===== src/rtl/led_frame_ctrl.sv =====
// Serialises C_N-bit frames MSB-first into an LED driver chain, pulses LE, and PWM-blanks through LED_OE.
// Define LED_READBACK_EN to build the LED_SDO readback compare; without it Readback_Err is tied low.
module led_frame_ctrl #(
  parameter int C_N   = 16,
  parameter int C_DIV = 2
) (
  input  logic           Clk,
  input  logic           Rst,
  input  logic [C_N-1:0] Load_Data,
  input  logic           Load_Valid,
  output logic           Load_Ready,
  input  logic [3:0]     Bright,
  output logic           LED_Clk,
  output logic           LED_SDI,
  output logic           LED_LE,
  output logic           LED_OE,
  input  logic           LED_SDO,
  output logic           Frame_Done,
  output logic           Readback_Err
);

  localparam int DIV_W = (C_DIV > 1) ? $clog2(C_DIV) : 1;
  localparam int BIT_W = $clog2(C_N);
  localparam logic [DIV_W-1:0] DIV_LAST = DIV_W'(C_DIV - 1);
  localparam logic [BIT_W-1:0] BIT_LAST = BIT_W'(C_N - 1);

  typedef enum logic [1:0] {IDLE, SHIFT_LO, SHIFT_HI, LATCH} state_t;

  state_t           state, state_nxt;
  logic [DIV_W-1:0] div_cnt, div_cnt_nxt;
  logic [BIT_W-1:0] bit_cnt, bit_cnt_nxt;
  logic [C_N-1:0]   shift_reg, shift_reg_nxt;
  logic             div_last;
  logic             done_nxt;
  logic             load_fire;

  assign div_last   = (div_cnt == DIV_LAST);
  assign Load_Ready = (state == IDLE);
  assign load_fire  = Load_Valid && Load_Ready;

  always_comb begin
    state_nxt     = state;
    div_cnt_nxt   = div_cnt;
    bit_cnt_nxt   = bit_cnt;
    shift_reg_nxt = shift_reg;
    done_nxt      = 1'b0;
    case (state)
      IDLE: begin
        if (load_fire) begin
          state_nxt     = SHIFT_LO;
          div_cnt_nxt   = '0;
          bit_cnt_nxt   = '0;
          shift_reg_nxt = Load_Data;
        end
      end
      SHIFT_LO: begin
        if (div_last) begin
          state_nxt   = SHIFT_HI;
          div_cnt_nxt = '0;
        end else begin
          div_cnt_nxt = div_cnt + 1'b1;
        end
      end
      SHIFT_HI: begin
        if (div_last) begin
          div_cnt_nxt   = '0;
          shift_reg_nxt = {shift_reg[C_N-2:0], 1'b0};
          if (bit_cnt == BIT_LAST) begin
            state_nxt = LATCH;
          end else begin
            state_nxt   = SHIFT_LO;
            bit_cnt_nxt = bit_cnt + 1'b1;
          end
        end else begin
          div_cnt_nxt = div_cnt + 1'b1;
        end
      end
      LATCH: begin
        if (div_last) begin
          state_nxt   = IDLE;
          div_cnt_nxt = '0;
          done_nxt    = 1'b1;
        end else begin
          div_cnt_nxt = div_cnt + 1'b1;
        end
      end
      default: state_nxt = IDLE;
    endcase
  end

  // Pin outputs are decoded from the next state and registered so they never glitch off-chip.
  always_ff @(posedge Clk or posedge Rst) begin
    if (Rst) begin
      state      <= IDLE;
      div_cnt    <= '0;
      bit_cnt    <= '0;
      shift_reg  <= '0;
      LED_Clk    <= 1'b0;
      LED_SDI    <= 1'b0;
      LED_LE     <= 1'b0;
      Frame_Done <= 1'b0;
    end else begin
      state      <= state_nxt;
      div_cnt    <= div_cnt_nxt;
      bit_cnt    <= bit_cnt_nxt;
      shift_reg  <= shift_reg_nxt;
      LED_Clk    <= (state_nxt == SHIFT_HI);
      LED_SDI    <= ((state_nxt == SHIFT_LO) || (state_nxt == SHIFT_HI)) && shift_reg_nxt[C_N-1];
      LED_LE     <= (state_nxt == LATCH);
      Frame_Done <= done_nxt;
    end
  end

  logic [3:0] pwm_cnt, pwm_nxt;
  logic [3:0] bright_q, bright_nxt;

  // Brightness only changes at the period boundary so a duty update never produces a runt pulse.
  assign pwm_nxt    = pwm_cnt + 4'd1;
  assign bright_nxt = (pwm_cnt == 4'd15) ? Bright : bright_q;

  always_ff @(posedge Clk or posedge Rst) begin
    if (Rst) begin
      pwm_cnt  <= '0;
      bright_q <= '0;
      LED_OE   <= 1'b1;
    end else begin
      pwm_cnt  <= pwm_nxt;
      bright_q <= bright_nxt;
      LED_OE   <= (pwm_nxt >= bright_nxt);
    end
  end

`ifdef LED_READBACK_EN
  logic [C_N-1:0] rb_shift, cur_word, prev_word;
  logic           have_prev, rb_err;

  // SDO is sampled just before each rising LED_Clk, so it returns the word the chain held before this frame.
  always_ff @(posedge Clk or posedge Rst) begin
    if (Rst) begin
      rb_shift  <= '0;
      cur_word  <= '0;
      prev_word <= '0;
      have_prev <= 1'b0;
      rb_err    <= 1'b0;
    end else begin
      if (load_fire) cur_word <= Load_Data;
      if ((state == SHIFT_LO) && div_last) rb_shift <= {rb_shift[C_N-2:0], LED_SDO};
      if (done_nxt) begin
        rb_err    <= have_prev && (rb_shift != prev_word);
        prev_word <= cur_word;
        have_prev <= 1'b1;
      end
    end
  end

  assign Readback_Err = rb_err;
`else
  logic unused_sdo;
  assign unused_sdo   = LED_SDO;
  assign Readback_Err = 1'b0;
`endif

endmodule


===== config.mk =====
export PLATFORM = sky130hd
export DESIGN_NAME = led_frame_ctrl
export DESIGN_NICKNAME = d
export VERILOG_FILES = /design/src/rtl/led_frame_ctrl.sv
export SDC_FILE = /design/constraint.sdc
export NUM_CORES = 1
export LEC_CHECK = 0
export BUFFER_PORTS_ARGS = -buffer_cell sky130_fd_sc_hd__buf_2
export CAP_MARGIN = 20
export CORE_ASPECT_RATIO = 0.9
export CORE_MARGIN = 2
export CORE_UTILIZATION = 35
export CTS_CLUSTER_SIZE = 40
export DETAILED_ROUTE_END_ITERATION = 7
export GPL_TIMING_DRIVEN = 0
export PLACE_DENSITY_LB_ADDON = 0.1
export SLEW_MARGIN = 20
export SYNTH_ARGS = -nofsm -noshare
export SYNTH_HDL_FRONTEND = slang
export SYNTH_SLANG_ARGS = --single-unit

===== constraint.sdc =====
create_clock -name Clk -period 2.09 [get_ports Clk]
set_clock_uncertainty 0.1 [all_clocks]
set_input_delay 0.1045 -clock Clk [delete_from_list [all_inputs] [get_ports Clk]]
set_output_delay 0.1045 -clock Clk [all_outputs]
set_load 0.03 [all_outputs]

==> results of run 1 <==
==> placed cells by master, fill, tap and decap left out, types with 3 or more instances in the layout <==
master	n
o21ai_0	3
a21oi_1	6
clkbuf_8	6
buf_2	30
a21o_1	16
nand2_1	5
buf_6	4
inv_1	5
a22o_1	15
clkbuf_1	3
dlygate4sd3_1	6
ha_1	6
dfrtp_1	35
==> kinds of logic (layout without fill, tap and decap cells) <==
logic type | count (synthesis) | after routing | share of synthesized area, %
compound gates | 46 | 46 | 20.69
xor+xnor | 2 | 2 | 1.027
fa+ha+maj | 8 | 8 | 5.870
buf+inv | 15 | 57 | 5.649
flops | 36 | 36 | 52.90
mux | 4 | 4 | 2.494
other cells | 1 | 1 | 0.2199
simple gates | 27 | 27 | 11.15
==> layer usage <==
| metal | share of wire [%] | vias to the layer above | global-route usage [%] |
|---|---|---|---|
| met2 | 46 | 17 | 22.32 |
| met1 | 50 | 576 | 17.21 |
| li1 | - | 588 | - |
| met5 | 0 | - | 0 |
| met4 | 0.51 | 0 | 3.571 |
| met3 | 3.3 | 2 | 3.618 |
==> report_power, final <==
| part | total (mW) | internal [mW] | switching [mW] |
|---|---|---|---|
| clock | 0.498 | 0.269 | 0.229 |
| combinational | 1.05 | 0.485 | 0.562 |
| sequential | 1.07 | 0.933 | 0.141 |
| total | 2.62 | 1.69 | 0.931 |
==> area by class of cell <==
class | instances | area, µm² | area share (%)
flip-flops and latches | 36 | 902.1 | 42.66
multi-input cells | 88 | 744.5 | 35.21
repair buffers | 34 | 200.2 | 9.467
clock buffers | 8 | 90.09 | 4.260
well taps | 65 | 81.33 | 3.846
plain buffers | 9 | 73.82 | 3.491
inverters | 6 | 22.52 | 1.065
==> worst max-delay path: stages, from the launching register on <==
cell and delay (ns):
dfrtp_1 0.41, ha_2 0.23, nand3_2 0.14, or2_1 0.27, a31oi_4 0.22, ha_1 0.29, nand2_1 0.10, o32ai_2 0.07
==> cells in the mapped netlist (3+ instances only) <==
| library cell | instances | area [µm²] |
|---|---|---|
| nand2_1 | 5 | 18.77 |
| inv_1 | 6 | 22.52 |
| a22o_1 | 15 | 131.4 |
| o21ai_0 | 3 | 15.01 |
| ha_1 | 8 | 100.1 |
| nand3_1 | 4 | 20.02 |
| dfrtp_1 | 35 | 875.8 |
| a21o_1 | 16 | 120.1 |
| buf_6 | 4 | 45.04 |
| a21oi_1 | 6 | 30.03 |
==> path summary, 6_finish.rpt <==
| kind | start | end | slack [ns] |
|---|---|---|---|
| setup / recovery | bit_cnt[0]$_DFFE_PP0P_ | LED_SDI$_DFF_PP0_ | 0.13 |
| max in group asynchronous | Rst | shift_reg[0]$_DFFE_PP0P_ | 1.00 |
| min in group asynchronous | Rst | pwm_cnt[1]$_DFF_PP0_ | 0.40 |
| setup reg to reg | bit_cnt[0]$_DFFE_PP0P_ | LED_SDI$_DFF_PP0_ | 0.13 |
| hold / removal | Load_Data[15] | LED_SDI$_DFF_PP0_ | 0.03 |
| hold reg to reg | shift_reg[4]$_DFFE_PP0P_ | shift_reg[4]$_DFFE_PP0P_ | 0.38 |
==> what timing repair did <==
action,4_1_cts,5_1_grt
setup endpoints to repair,1,2
gates resized for setup,1,6
pin swaps,0,0
hold endpoints to repair,40,0
hold buffers,6,0
==> reports/metrics.cfg, run 1 <==
[detailed_routing]
viasPerCell=4.809
drt_wl_total_um=3340
routedWlPerCell_um=13.58
vias=1183
drt_pass1_iterations=4
route.detailed.drc=0
ant_nets=0
drtIter0Drc=38

[power_and_ir_drop]
p_total_mw=2.619
power_leakage_nw=1.105
vdd_drop_max_uv=681.3
powerDensity_nw_per_um2=1238

[global_route]
antenna_found_initial=0
first_global_vias=1248
track_usage_pct=13.40
grt_pass1_wl_um=5754
grt_max_degree=37
grt-ovfl-total=0

[synthesis]
syn_nets=171
ys_types=39
ys_seq_area_share_pct=52.90
synthesis.area_um2=1705
synth_area_per_cell_um2=12.27
synth_enable_flop_cells=0
synth_seq_cells=36
async_flop_share_pct=100.0
yosysWarnings=0
netlist_instances=139
synth_ff_type=dfrtp_1

[final_layout]
design_area_um2=2115
layout.cells.non_filler=246
largest_reg_flops=16
drive_gt1_share_pct=31.49
fill_cells=447
areaGrowthSynthToFinish_pct=23.99
fin_nets=212
fin_util_pct=44.29
antennaDiodeCount=0

[placed_design]
place_congestion=0.7588
port_buffers=28
dp.cells=232
placed_cell_area_um2=1927
dp_hpwl_um=2287
dp_slack_ns=-0.002951

[clock_network]
post_cts_buffers=0
clock-sinks=36
cts_buffers=5
cts_buffer_depth=2
clkLatencyLatePin_ns=0.27
root_buffer=clkbuf_8
cts_max_level=2
clkTransAtPathRegs_ns=0.07
cts_tree=built

[sta]
hold_viol=0
rsz0062_at_grt=no
fmax_ghz=0.5095
setup_ws_ns=0.1273
finalCriticalPeriod_ns=1.963
hold_ws_ns=0.03163
slew_headroom_pct=50.26
fin_crit_sh_pct=93.91
final_max_slew_viol_count=0
worst_slew_pin_slew_ns=0.7450
setup_tns_ns=0
setup_viol=0

[worst_hold_path]
hold_depth=3
holdCritPathClass=input pin to flip-flop

[run_status]
status=finished clean

[floorplanning]
fp-row-count=24
die_h_um=70.22
die_x_um=77.58
io_pins=31
dieArea_um2=5448
start_util_pct=35.72
coreArea_um2=4775

[critical_path]
crit_fanout=5
arrival_ns=2.01
critical_path_class=flip-flop to flip-flop
endpoint_kind=flip-flop
critPathLaunchType=flip-flop
rr_worst_depth=7
cp_data_required_time_ns=2.14

[flow_run]
maxCapViolations=0

(Power assumes the default switching activity.)
==> run 2, diff against run 1 <==
Settings changed: PLACE_DENSITY from default to 0.64, PLACE_DENSITY_LB_ADDON 0.1 to default.
==> run 2 against run 1 <==
  * Clock power rose by 1%
  * Utilization up 0.18 points
  * Setup slack worse by 0.022 ns
  * Critical path depth stayed put
  * Die area unchanged
  * First-iteration DRC count fell by 34%
  * Wire length is 0.24% lower
  * Count of clock-buffer cells in the layout stayed put
  * Fmax is 1.1% lower
  * Final area rose by 0.41%
  * Register-to-register slack worse by 0.02 ns
  * Global-route usage fell by 0.076 points
  * Critical path type unchanged
  * Largest power group unchanged
==> reports/metrics.cfg, run 2 (same netlist as run 1, synthesis figures left out) <==
[clock_network]
cts_buffer_depth=2  ; unchanged
cts_max_level=2  ; unchanged
root_buffer=clkbuf_8  ; unchanged
cts_buffers=5  ; unchanged
clock-sinks=36  ; unchanged
clkTransAtPathRegs_ns=0.07  ; about the same
clkLatencyLatePin_ns=0.29  ; was 0.27 ns
cts_tree=built  ; unchanged

[sta]
hold_ws_ns=0.009626  ; was 0.03163 ns
fin_crit_sh_pct=94.97  ; was 93.91%
setup_ws_ns=0.1052  ; was 0.1273 ns
setup_tns_ns=0  ; unchanged
worst_slew_pin_slew_ns=0.7367  ; was 0.7450 ns
final_max_slew_viol_count=0  ; unchanged
setup_viol=0  ; unchanged
hold_viol=0  ; unchanged
finalCriticalPeriod_ns=1.985  ; was 1.963 ns
slew_headroom_pct=50.81  ; was 50.26%
fmax_ghz=0.5038  ; was 0.5095 GHz

[floorplanning]
die_h_um=70.22  ; unchanged
die_x_um=77.58  ; unchanged
dieArea_um2=5448  ; unchanged
fp-row-count=24  ; unchanged
io_pins=31  ; unchanged
coreArea_um2=4775  ; unchanged
start_util_pct=35.72  ; unchanged

[critical_path]
critical_path_class=flip-flop to flip-flop  ; unchanged
critPathLaunchType=flip-flop  ; unchanged
crit_fanout=4  ; was 5
endpoint_kind=flip-flop  ; unchanged
arrival_ns=2.09  ; was 2.01 ns
cp_data_required_time_ns=2.20  ; was 2.14 ns

[power_and_ir_drop]
vdd_drop_max_uv=377.3  ; was 681.3 µV
powerDensity_nw_per_um2=1224  ; was 1238 nW/µm²
p_total_mw=2.600  ; was 2.619 mW
power_leakage_nw=1.116  ; was 1.105 nW

[global_route]
grt_max_degree=37  ; unchanged
track_usage_pct=13.33  ; was 13.40%
first_global_vias=1207  ; was 1248
grt-ovfl-total=0  ; unchanged
antenna_found_initial=0  ; unchanged
grt_pass1_wl_um=5616  ; was 5754 µm

[flow_run]
maxCapViolations=0  ; unchanged

[run_status]
status=finished clean  ; unchanged

[detailed_routing]
ant_nets=0  ; unchanged
viasPerCell=4.899  ; was 4.809
drtIter0Drc=25  ; was 38
route.detailed.drc=0  ; unchanged
routedWlPerCell_um=13.44  ; was 13.58 µm
drt_pass1_iterations=4  ; unchanged
vias=1215  ; was 1183
drt_wl_total_um=3332  ; was 3340 µm

[placed_design]
port_buffers=28  ; unchanged
dp_hpwl_um=2189  ; was 2287 µm
place_congestion=0.7149  ; was 0.7588
dp.cells=232  ; unchanged
placed_cell_area_um2=1927  ; unchanged
dp_slack_ns=-0.01173  ; was -0.002951 ns

[final_layout]
layout.cells.non_filler=248  ; was 246
design_area_um2=2123  ; was 2115 µm²
layout_commonest_cell=dfrtp_1  ; unchanged
fin_util_pct=44.47  ; was 44.29%
fin_nets=214  ; was 212
drive_gt1_share_pct=32.24  ; was 31.49%
areaGrowthSynthToFinish_pct=24.50  ; was 23.99%
largest_reg_flops=16  ; unchanged
antennaDiodeCount=0  ; unchanged
layout_common_cells=dfrtp_1 (35), buf_2 (30), a21o_1 (16)  ; unchanged

[worst_hold_path]
holdCritPathClass=input pin to flip-flop  ; unchanged

run 2: area by class of cell:
class                      instances  area [µm²]
buffer                             9       73.82
clock buffer                       8       90.09
fill                             457        2651
inverter                           6       22.52
multi-input combinational         88       738.2
sequential                        36       902.1
tap                               65       81.33
timing repair buffer              36       215.2
run 2: path summary, 6_finish.rpt:
check / start / end / slack [ns] / cells after the start
max: pwm_cnt[0]$_DFF_PP0_ / LED_OE$_DFF_PP1_ / 0.11 / 7
max reg2reg: pwm_cnt[0]$_DFF_PP0_ / LED_OE$_DFF_PP1_ / 0.11 / 7
min reg2reg: shift_reg[6]$_DFFE_PP0P_ / shift_reg[6]$_DFFE_PP0P_ / 0.38 / 1
min in group asynchronous: Rst / shift_reg[8]$_DFFE_PP0P_ / 0.39 / 3
min: Load_Data[15] / LED_SDI$_DFF_PP0_ / 0.01 / 3
max in group asynchronous: Rst / Frame_Done$_DFF_PP0_ / 1.03 / 3
run 2: worst max-delay path, stage by stage (launching register included):
cell and delay, ns:
dfrtp_1 0.42, ha_2 0.23, nand3_4 0.12, mux2_2 0.36, ha_1 0.26, nand2b_1 0.13, a21oi_1 0.16, o21ai_0 0.12
run 2: where the power goes:
part | leakage (nW) | internal, mW | switching [mW]
sequential | 0.452 | 0.933 | 0.141
combinational | 0.618 | 0.476 | 0.546
clock | 0.0455 | 0.269 | 0.235
run 2: what timing repair did:
| item | 4_1_cts | 5_1_grt |
|---|---|---|
| pin swaps | 0 | 0 |
| setup buffers | 0 | 2 |
| hold endpoints to repair | 40 | 0 |
| gates resized for setup | 1 | 5 |
| endpoints found under the setup margin | 1 | 2 |
| hold buffers | 6 | 0 |
run 2: routing by layer:
metal  GRT usage, %  up-vias  routed length (µm)
met1          17.82      588                1554
li1               -      593                   -
met5              0        -                   0
met4          6.548        0                  55
met3          4.264        5                 159
met2          19.44       29                1563
==> run 3, diff against run 2 <==
Settings changed: ABC_AREA from default to 0, RECOVER_POWER from default to 25.
==> run 3 against run 2 <==
  * Wire length about the same
  * Register-to-register slack about the same
  * First-iteration DRC count unchanged
  * Flip-flop and latch count unchanged
  * Largest power group unchanged
  * Highest routed layer unchanged
==> reports/metrics.cfg, run 3 (same netlist as run 1, synthesis figures left out) <==
[run_status]
status=finished clean  ; unchanged

[sta]
finalCriticalPeriod_ns=1.985  ; unchanged
setup_viol=0  ; unchanged
worst_slew_pin_slew_ns=0.7368  ; was 0.7367 ns
fin_crit_sh_pct=94.97  ; unchanged
final_max_slew_viol_count=0  ; unchanged
fmax_ghz=0.5038  ; unchanged
setup_ws_ns=0.1052  ; unchanged
hold_viol=0  ; unchanged
slew_headroom_pct=50.81  ; about the same
setup_tns_ns=0  ; unchanged

[placed_design]
dp_slack_ns=-0.01173  ; unchanged
port_buffers=28  ; unchanged
place_congestion=0.7149  ; unchanged
dp.cells=232  ; unchanged
dp_hpwl_um=2189  ; unchanged

[final_layout]
drive_gt1_share_pct=30.05  ; was 32.24%
fin_nets=214  ; unchanged
layout.cells.non_filler=248  ; unchanged
fin_util_pct=44.37  ; was 44.47%
layout_common_cells=dfrtp_1 (35), buf_2 (26), a21o_1 (16)  ; was dfrtp_1 (35), buf_2 (30), a21o_1 (16)
fill_cells=459  ; was 457
largest_reg_flops=16  ; unchanged
antennaDiodeCount=0  ; unchanged
layout_commonest_cell=dfrtp_1  ; unchanged
areaGrowthSynthToFinish_pct=24.21  ; was 24.50%

[detailed_routing]
drt_wl_total_um=3330  ; was 3332 µm
routedWlPerCell_um=13.43  ; was 13.44 µm
route.detailed.drc=0  ; unchanged
ant_nets=0  ; unchanged
drt_pass1_iterations=4  ; unchanged
viasPerCell=4.907  ; was 4.899
vias=1217  ; was 1215
drtIter0Drc=25  ; unchanged

[power_and_ir_drop]
p_clk_share_pct=19.4  ; about the same
switching_share_pct=35.58  ; was 35.45%
power_leakage_nw=1.100  ; was 1.116 nW
switching_power_mw=0.9225  ; was 0.9216 mW
pwr-share-seq_pct=41.5  ; was 41.3%
p_int_mw=1.670  ; was 1.678 mW
combPwrFrac_pct=39.1  ; was 39.3%
powerDensity_nw_per_um2=1224  ; about the same
vdd_drop_max_uv=372.4  ; was 377.3 µV
p_total_mw=2.593  ; was 2.600 mW

[clock_network]
cts_buffers=5  ; unchanged
cts_tree=built  ; unchanged
cts_max_level=2  ; unchanged
clock-sinks=36  ; unchanged
clkLatencyLatePin_ns=0.29  ; about the same
root_buffer=clkbuf_8  ; unchanged
cts_buffer_depth=2  ; unchanged
clkTransAtPathRegs_ns=0.07  ; about the same

[global_route]
grt_max_degree=37  ; unchanged
grt_pass1_wl_um=5616  ; unchanged
grt-ovfl-total=0  ; unchanged
antenna_found_initial=0  ; unchanged
first_global_vias=1207  ; unchanged
track_usage_pct=13.33  ; unchanged

[critical_path]
crit_fanout=4  ; unchanged
critical_path_class=flip-flop to flip-flop  ; unchanged
cp_data_required_time_ns=2.20  ; about the same
rr_worst_depth=7  ; unchanged
timing.rr.start=pwm_cnt[0]$_DFF_PP0_  ; unchanged
reg2reg_setup_slack_ns=0.11  ; about the same
endpoint_kind=flip-flop  ; unchanged
critPathLaunchType=flip-flop  ; unchanged
arrival_ns=2.09  ; about the same
r2r-end=LED_OE$_DFF_PP1_  ; unchanged

[worst_hold_path]
hold_depth=3  ; unchanged
min-delay-start=Load_Data[15]  ; unchanged
holdCritPathClass=input pin to flip-flop  ; unchanged
holdPathEnd=LED_SDI$_DFF_PP0_  ; unchanged

[floorplanning]
die_h_um=70.22  ; unchanged
coreArea_um2=4775  ; unchanged
io_pins=31  ; unchanged
die_x_um=77.58  ; unchanged
dieArea_um2=5448  ; unchanged
start_util_pct=35.72  ; unchanged
fp-row-count=24  ; unchanged

[flow_run]
maxCapViolations=0  ; unchanged

-- run 3: how the worst max path moves through the flow --
| stage | to | cells past startpoint | startpoint |
|---|---|---|---|
| after floorplan | LED_OE$_DFF_PP1_ | 7 | pwm_cnt[0]$_DFF_PP0_ |
| after global placement | LED_OE$_DFF_PP1_ | 7 | pwm_cnt[0]$_DFF_PP0_ |
| after detailed placement | LED_OE$_DFF_PP1_ | 7 | pwm_cnt[0]$_DFF_PP0_ |
| after CTS | LED_OE$_DFF_PP1_ | 7 | pwm_cnt[0]$_DFF_PP0_ |
| after global routing | LED_SDI$_DFF_PP0_ | 7 | bit_cnt[0]$_DFFE_PP0P_ |
| final | LED_OE$_DFF_PP1_ | 7 | pwm_cnt[0]$_DFF_PP0_ |
-- run 3: timing repair --
action | in CTS | in global routing
hold buffers | 6 | 0
hold endpoints to repair | 40 | 0
setup buffers | 0 | 2
endpoints found under the setup margin | 1 | 2
resized for setup | 1 | 5
cloned | 0 | 0
-- run 3: per-layer routing --
layer  vias to the layer above  global-route usage (%)  part of all wire (%)  wire length [µm]
met1                       590                   17.82                    47              1562
met5                         -                       0                     0                 0
met2                        29                   19.44                    47              1563
li1                        593                       -                     -                 -
met3                         5                   4.264                   4.5               149
met4                         0                   6.548                   1.7                55
-- run 3: layout make-up --
cell class | instances | area [µm²] | area share, %
timing repair buffer | 36 | 210.2 | 9.923
inverter | 6 | 22.52 | 1.063
multi-input combinational | 88 | 738.2 | 34.85
tap | 65 | 81.33 | 3.839
sequential | 36 | 902.1 | 42.59
clock buffer | 8 | 90.09 | 4.253
buffer | 9 | 73.82 | 3.485
-- run 3: power by group through the flow --
stage          Sequential, mW  Clock (mW)  Combinational [mW]
2_1_floorplan            1.11           0               0.732
3_3_place_gp             1.08           0               0.992
3_5_place_dp             1.08           0                1.01
4_1_cts                  1.07       0.527                1.02
5_1_grt                  1.10       0.554                1.14
6_report                 1.08       0.503                1.01
-- run 3: worst max-delay path, cell delays in order (launching register included) --
cell	delay [ns]
dfrtp_1	0.42
ha_2	0.23
nand3_4	0.12
mux2_2	0.36
ha_1	0.26
nand2b_1	0.13
a21oi_1	0.16
o21ai_0	0.12
-- run 3: stage by stage --
step / cell area (µm²) / hold WS (ns)
final: 2118 / 0.009664
after global routing: 2118 / 0.02031
after CTS: 2082 / 0.002270
after detailed placement: 1927 / 0.1860
after global placement: 1927 / 0.2525
after floorplan: 1705 / 0.1442
